===== src/rtl/jtkunio_mainio_if.sv =====
// CPU-side I/O page bus between the main 6502 decoder and jtkunio_mainio.
// The decoder is the master; the I/O block answers with registered read data.
interface jtkunio_mainio_if;
    logic       cen;
    logic       io_cs;
    logic [2:0] addr;
    logic       cpu_rnw;
    logic [7:0] cpu_dout;
    logic [7:0] io_dout;

    modport master (
        output cen,
        output io_cs,
        output addr,
        output cpu_rnw,
        output cpu_dout,
        input  io_dout
    );

    modport slave (
        input  cen,
        input  io_cs,
        input  addr,
        input  cpu_rnw,
        input  cpu_dout,
        output io_dout
    );
endinterface


===== src/rtl/jtkunio_mainio.sv =====
// Main-CPU I/O page: scroll/flip/bank registers, sound-command FIFO,
// MCU latch handshake and vblank-driven NMI/IRQ with CPU clear strobes.
module jtkunio_mainio #(
    parameter int SCRW   = 10,
    parameter int BANKW  = 1,
    parameter int FIFOAW = 2,
    parameter bit SCR_VB = 1'b1
) (
    input  logic                 clk,
    input  logic                 rst,
    jtkunio_mainio_if.slave      cpu,
    input  logic [1:0]           start,
    input  logic [1:0]           coin,
    input  logic [6:0]           joystick1,
    input  logic [6:0]           joystick2,
    input  logic [7:0]           dipsw_a,
    input  logic [7:0]           dipsw_b,
    input  logic                 vblank,
    output logic [SCRW-1:0]      scrpos,
    output logic                 flip,
    output logic [BANKW-1:0]     bank,
    output logic                 nmin,
    output logic                 irqn,
    output logic [7:0]           snd_latch,
    output logic                 snd_irq,
    input  logic                 snd_ack,
    output logic [7:0]           mcu_latch,
    output logic                 mcu_stb,
    input  logic                 mcu_ack
);

    localparam int              D     = 2**FIFOAW;
    localparam logic [FIFOAW:0] DEPTH = {1'b1, {FIFOAW{1'b0}}};

    logic       we;
    logic       wr_scr_lo, wr_scr_hi, wr_snd, wr_flip, wr_mcu, wr_bank, wr_nmi_clr, wr_irq_clr;
    logic       vb_l, vb_rise, vb_fall;
    logic       nmi_pend, irq_pend;
    logic       snd_ovf;
    logic       fifo_full, fifo_empty;
    logic       do_push, do_pop;
    logic [7:0] mem [D];
    logic [FIFOAW-1:0] wr_ptr, rd_ptr;
    logic [FIFOAW:0]   count;
    logic [7:0] status;
    logic       unused_joy;

    assign unused_joy = ^{joystick1[6], joystick2[6]};

    // write decode
    assign we         = cpu.io_cs & ~cpu.cpu_rnw & cpu.cen;
    assign wr_scr_lo  = we && cpu.addr == 3'd0;
    assign wr_scr_hi  = we && cpu.addr == 3'd1;
    assign wr_snd     = we && cpu.addr == 3'd2;
    assign wr_flip    = we && cpu.addr == 3'd3;
    assign wr_mcu     = we && cpu.addr == 3'd4;
    assign wr_bank    = we && cpu.addr == 3'd5;
    assign wr_nmi_clr = we && cpu.addr == 3'd6;
    assign wr_irq_clr = we && cpu.addr == 3'd7;

    // vblank edge detect
    assign vb_rise = vblank & ~vb_l;
    assign vb_fall = ~vblank & vb_l;

    always_ff @(posedge clk) begin
        if (rst) vb_l <= 1'b0;
        else     vb_l <= vblank;
    end

    // scroll position: shadowed until vblank or written straight through
    generate
        if (SCR_VB) begin : g_scr_shadow
            logic [SCRW-1:0] shadow;
            always_ff @(posedge clk) begin
                if (rst) begin
                    shadow <= '0;
                    scrpos <= '0;
                end else begin
                    if (wr_scr_lo) shadow[7:0]      <= cpu.cpu_dout;
                    if (wr_scr_hi) shadow[SCRW-1:8] <= cpu.cpu_dout[SCRW-9:0];
                    if (vb_rise)   scrpos           <= shadow;
                end
            end
        end else begin : g_scr_direct
            always_ff @(posedge clk) begin
                if (rst) begin
                    scrpos <= '0;
                end else begin
                    if (wr_scr_lo) scrpos[7:0]      <= cpu.cpu_dout;
                    if (wr_scr_hi) scrpos[SCRW-1:8] <= cpu.cpu_dout[SCRW-9:0];
                end
            end
        end
    endgenerate

    always_ff @(posedge clk) begin
        if (rst) begin
            flip <= 1'b0;
            bank <= '0;
        end else begin
            if (wr_flip) flip <= ~cpu.cpu_dout[0];
            if (wr_bank) bank <= cpu.cpu_dout[BANKW-1:0];
        end
    end

    // sound FIFO; a full FIFO drops the push even if an ack frees a slot this clk
    assign fifo_full  = (count == DEPTH);
    assign fifo_empty = (count == '0);
    assign do_push    = wr_snd & ~fifo_full;
    assign do_pop     = snd_ack & ~fifo_empty;
    assign snd_latch  = mem[rd_ptr];
    assign snd_irq    = ~fifo_empty;

    always_ff @(posedge clk) begin
        if (rst) begin
            for (int i = 0; i < D; i++) mem[i] <= 8'h00;
        end else if (do_push) begin
            mem[wr_ptr] <= cpu.cpu_dout;
        end
    end

    always_ff @(posedge clk) begin
        if (rst) begin
            wr_ptr  <= '0;
            rd_ptr  <= '0;
            count   <= '0;
            snd_ovf <= 1'b0;
        end else begin
            if (do_push) wr_ptr <= wr_ptr + 1'b1;
            if (do_pop)  rd_ptr <= rd_ptr + 1'b1;
            if (wr_snd && fifo_full) snd_ovf <= 1'b1;
            case ({do_push, do_pop})
                2'b10:   count <= count + 1'b1;
                2'b01:   count <= count - 1'b1;
                default: count <= count;
            endcase
        end
    end

    // MCU latch: a new write always wins over the ack
    always_ff @(posedge clk) begin
        if (rst) begin
            mcu_latch <= 8'h00;
            mcu_stb   <= 1'b0;
        end else if (wr_mcu) begin
            mcu_latch <= cpu.cpu_dout;
            mcu_stb   <= 1'b1;
        end else if (mcu_ack) begin
            mcu_stb   <= 1'b0;
        end
    end

    // interrupt pendings: a vblank edge beats a same-clk CPU clear
    always_ff @(posedge clk) begin
        if (rst) begin
            nmi_pend <= 1'b0;
            irq_pend <= 1'b0;
        end else begin
            if (vb_rise)         nmi_pend <= 1'b1;
            else if (wr_nmi_clr) nmi_pend <= 1'b0;
            if (vb_fall)         irq_pend <= 1'b1;
            else if (wr_irq_clr) irq_pend <= 1'b0;
        end
    end

    assign nmin = ~nmi_pend;
    assign irqn = ~irq_pend;

    assign status = {fifo_full, fifo_empty, snd_ovf, mcu_stb, vblank, 3'b000};

    always_ff @(posedge clk) begin
        if (rst) begin
            cpu.io_dout <= 8'hff;
        end else begin
            case (cpu.addr)
                3'd0:    cpu.io_dout <= {start, joystick1[5:0]};
                3'd1:    cpu.io_dout <= {coin, joystick2[5:0]};
                3'd2:    cpu.io_dout <= dipsw_b;
                3'd3:    cpu.io_dout <= dipsw_a;
                3'd4:    cpu.io_dout <= status;
                default: cpu.io_dout <= 8'hff;
            endcase
        end
    end

endmodule

===== src/flat_wrapper.sv =====
// flat-port wrapper written by rule: the top's interface ports become plain ports
module jtkunio_mainio_flat 
#(
    parameter int SCRW   = 10,
    parameter int BANKW  = 1,
    parameter int FIFOAW = 2,
    parameter bit SCR_VB = 1'b1
)
  (clk, rst, start, coin, joystick1, joystick2, dipsw_a, dipsw_b, vblank, scrpos, flip, bank, nmin, irqn, snd_latch, snd_irq, snd_ack, mcu_latch, mcu_stb, mcu_ack, cpu_cen, cpu_io_cs, cpu_addr, cpu_cpu_rnw, cpu_cpu_dout, cpu_io_dout);
  jtkunio_mainio_if cpu_i ();
  input  logic clk;
  input  logic rst;
  input  logic [1:0] start;
  input  logic [1:0] coin;
  input  logic [6:0] joystick1;
  input  logic [6:0] joystick2;
  input  logic [7:0] dipsw_a;
  input  logic [7:0] dipsw_b;
  input  logic vblank;
  output logic [SCRW-1:0] scrpos;
  output logic flip;
  output logic [BANKW-1:0] bank;
  output logic nmin;
  output logic irqn;
  output logic [7:0] snd_latch;
  output logic snd_irq;
  input  logic snd_ack;
  output logic [7:0] mcu_latch;
  output logic mcu_stb;
  input  logic mcu_ack;
  input wire logic [$bits(cpu_i.cen)-1:0] cpu_cen;
  input wire logic [$bits(cpu_i.io_cs)-1:0] cpu_io_cs;
  input wire logic [$bits(cpu_i.addr)-1:0] cpu_addr;
  input wire logic [$bits(cpu_i.cpu_rnw)-1:0] cpu_cpu_rnw;
  input wire logic [$bits(cpu_i.cpu_dout)-1:0] cpu_cpu_dout;
  output wire logic [$bits(cpu_i.io_dout)-1:0] cpu_io_dout;
  assign cpu_i.cen = cpu_cen;
  assign cpu_i.io_cs = cpu_io_cs;
  assign cpu_i.addr = cpu_addr;
  assign cpu_i.cpu_rnw = cpu_cpu_rnw;
  assign cpu_i.cpu_dout = cpu_cpu_dout;
  assign cpu_io_dout = cpu_i.io_dout;
  jtkunio_mainio #(.SCRW(SCRW), .BANKW(BANKW), .FIFOAW(FIFOAW), .SCR_VB(SCR_VB)) u_core (.clk(clk), .rst(rst), .cpu(cpu_i), .start(start), .coin(coin), .joystick1(joystick1), .joystick2(joystick2), .dipsw_a(dipsw_a), .dipsw_b(dipsw_b), .vblank(vblank), .scrpos(scrpos), .flip(flip), .bank(bank), .nmin(nmin), .irqn(irqn), .snd_latch(snd_latch), .snd_irq(snd_irq), .snd_ack(snd_ack), .mcu_latch(mcu_latch), .mcu_stb(mcu_stb), .mcu_ack(mcu_ack));
endmodule

===== config.mk =====
export PLATFORM = sky130hd
export DESIGN_NAME = jtkunio_mainio_flat
export DESIGN_NICKNAME = d
export VERILOG_FILES = /design/src/rtl/jtkunio_mainio_if.sv /design/src/rtl/jtkunio_mainio.sv /design/src/flat_wrapper.sv
export SDC_FILE = /design/constraint.sdc
export NUM_CORES = 1
export LEC_CHECK = 0
export CAP_MARGIN = 20
export CORE_MARGIN = 2
export CORE_UTILIZATION = 53
export DETAILED_ROUTE_END_ITERATION = 10
export PLACE_DENSITY_LB_ADDON = 0.2
export SYNTH_ARGS = -nofsm -noshare
export SYNTH_HDL_FRONTEND = slang
export SYNTH_SLANG_ARGS = --single-unit

===== constraint.sdc =====
create_clock -name clk -period 6.25 [get_ports clk]
set_clock_uncertainty 0.2 [all_clocks]
set_input_delay 1.25 -clock clk [delete_from_list [all_inputs] [get_ports clk]]
set_output_delay 1.25 -clock clk [all_outputs]
set_load 0.01 [all_outputs]

==> flow_summary.json <==
{
  "synth_cell_types": 53,
  "portBuffers": 90,
  "seq_area_um2": 2000,
  "clockBufferDepth": 2,
  "grt_pass1_wl_um": 14200,
  "fin_cells": 536,
  "final_layout_size_suffix_gt1_share_pct": 8.18,
  "leakagePower_nw": 1.74,
  "antenna_found_initial": 0,
  "synth_top_cell_by_area": "dfxtp_1",
  "crit_type": "input pin to flip-flop",
  "clkTransAtPathRegs_ps": 80,
  "hpwlAfterDp_um": 6020,
  "num_rows": 30,
  "slew_viol_final": 0,
  "cts-buffers-inserted": 9,
  "hold_viol": 0,
  "fin_crit_sh_pct": 65.7,
  "synth_nets": 408,
  "tritoncts": "built",
  "drc": 0,
  "pwr_density_cell_nw_per_um2": 218,
  "pin_count": 93,
  "post_cts.repair.setup_buffers": 0,
  "multi_input_area_um2": 1630,
  "synthArstFlopShare_pct": 0,
  "layout_setup_ws_ps": 2140,
  "tightest_slew_ps": 872,
  "post_cts_resized": 0,
  "core_area_um2": 6870,
  "yosysWarnings": 0,
  "antenna_cells": 0,
  "cts_sinks": 84,
  "hold_path.class": "flip-flop to flip-flop",
  "synth-edff-count": 32,
  "grt_pass1_vias": 2930,
  "start_util_pct": 55.2,
  "path_max_fanout": 35,
  "synth_top_area_share_pct": 27.5,
  "end_kind": "flip-flop",
  "cts_root_buf": "clkbuf_8",
  "place.gp.congestion": 0.810,
  "finalSetupViolations": 0,
  "track_usage_pct": 23.8,
  "cp_slowest_cell": "clkdlybuf4s50_1",
  "critPathLaunchType": "input pin",
  "cts.htree.levels": 3,
  "drt_iter0_markers": 201,
  "fp.dieH_um": 88.6,
  "max_freq_ghz": 0.244,
  "post-route-min-period_ps": 4110,
  "cp_slowest_stage_delay_ps": 970,
  "cp.required_ps": 6340,
  "relSlewSlack_pct": 41.8,
  "synth.top_cells.by_area": "dfxtp_1, edfxtp_1, mux2i_1",
  "dp.cells": 519,
  "drt-total-wl_um": 8710,
  "globalRouteOverflowTotal": 0,
  "drv_cap": 0,
  "clock_latency_ps": 360,
  "ys.flop_type": "dfxtp_1",
  "run_status": "complete, no violations",
  "fin_util_pct": 71.5,
  "synth_seq_cells": 84,
  "pre_cts_slack_ps": 1820,
  "final_common_cell": "clkdlybuf4s50_1",
  "ir_worst_vdd_v": 0.000153,
  "first_pass_iters": 5,
  "vias": 2982,
  "fillers": 498,
  "worstPathArrival_ps": 4190,
  "grt_max_degree": 39,
  "tns_ps": 0,
  "mostFrequentLayoutCells": "clkdlybuf4s50_1, nand2_1, dfxtp_1, edfxtp_1, mux2i_1",
  "crit_chain": "clkdlybuf4s50_1 > nor2_2 > nand3_4 > ha_1 > inv_1 > fa_1 > xor2_1 > or3_1 > a21oi_1",
  "syn_area_per_cell_um2": 10.7,
  "netlist_instances": 353,
  "finalHoldWorstSlack_ps": 261,
  "wl_per_cell_um": 16.3,
  "dieArea_um2": 7840,
  "fp.dieW_um": 88.6,
  "vias_per_cell": 5.56,
  "fin_nets": 490,
  "yosysSeqAreaShare_pct": 52.8,
  "area_growth_pct": 29.6,
  "ant_nets": 0,
  "postCtsHoldBufs": 0,
  "netlist_area_um2": 3790,
  "rsz0062_at_grt": "no"
}
critical path, delay by kind of cell:
kind                     cells  cell delay [ps]
AO/OA/AOI/OAI                1              140
XOR/XNOR                     1              160
adder cells (fa/ha/maj)      2              670
AND/OR/NAND/NOR              3              940
buffers and inverters        2             1040
layer usage:
metal	vias to the layer above	part of all wire (%)	routed length, um	global-route usage (%)
li1	1439	-	-	-
met1	1438	44	3800	31.6
met2	93	50	4340	38.3
met3	12	4.8	418	6.53
met4	0	1.7	150	7.16
met5	-	0	0	0
power breakdown:
| part | internal, W | leakage (nW) | switching [W] |
|---|---|---|---|
| clock network | 0.000184 | 0.0914 | 0.000182 |
| registers | 0.000580 | 0.759 | 0.00000560 |
| logic | 0.0000629 | 0.888 | 0.0000544 |
through the flow:
stage	power, W	instance area (um^2)
floorplan	0.000651	3790
global placement	0.000712	4730
detailed placement	0.000715	4730
CTS	0.00107	4910
global route	0.00111	4910
finish	0.00107	4910
final timing paths:
path                                 startpoint                             to  slack [ps]  cells after the start
setup reg to reg   u_core.count[2]$_SDFFE_PP0P_   u_core.count[2]$_SDFFE_PP0P_        3440                      8
setup / recovery                    cpu_addr[2]   u_core.count[2]$_SDFFE_PP0P_        2140                      9
hold reg to reg   u_core.scrpos[0]$_SDFFE_PP0P_  u_core.scrpos[0]$_SDFFE_PP0P_         260                      2
hold / removal    u_core.scrpos[0]$_SDFFE_PP0P_  u_core.scrpos[0]$_SDFFE_PP0P_         260                      2
layout make-up:
class | instances | area share, %
clock buffers | 13 | 2.83
clock inverters | 3 | 0.815
inverters | 9 | 0.688
multi-input cells | 235 | 33.2
flip-flops and latches | 84 | 40.8
well taps | 96 | 2.45
repair buffers | 96 | 19.2
synth_stat cells, drive strengths merged (2+ instances only):
cell type and number:
nand4 2, nand2 52, nor2b 5, inv 8
a211oi 4, nand2b 9, o21ai 9, mux4 8
o31ai 3, xor2 4, edfxtp 32, mux2 3
a21oi 20, mux2i 24, nor3b 11, nand3 9
or3 2, a311oi 3, and4b 2, nor2 21
dfxtp 52, nor3 9, o221ai 3, buf 14
and2 5, nor4b 9, and3b 2, clkbuf 11
kinds of logic after synthesis:
kind of cell               after synthesis  share of synthesized area (%)
and+or+nand+nor                        142                           20.5
buffers and inverters                   34                           4.06
adders and majority gates                2                          0.859
AOI/OAI and AO/OA                       52                           8.79
DFF                                     84                           52.8
muxes                                   35                           12.0
xor gates and xnor gates                 4                          0.925
state kept, by name, summed over array words and instances (netlist names), 2 cells and up, named ones only:
name,count
u_core.count,3
u_core.cpu.io_dout,8
u_core.g_scr_shadow.shadow,10
u_core.mcu_latch,8
u_core.mem,32
u_core.rd_ptr,2
u_core.scrpos,10
u_core.wr_ptr,2
Power figures use the tool's default switching activity.
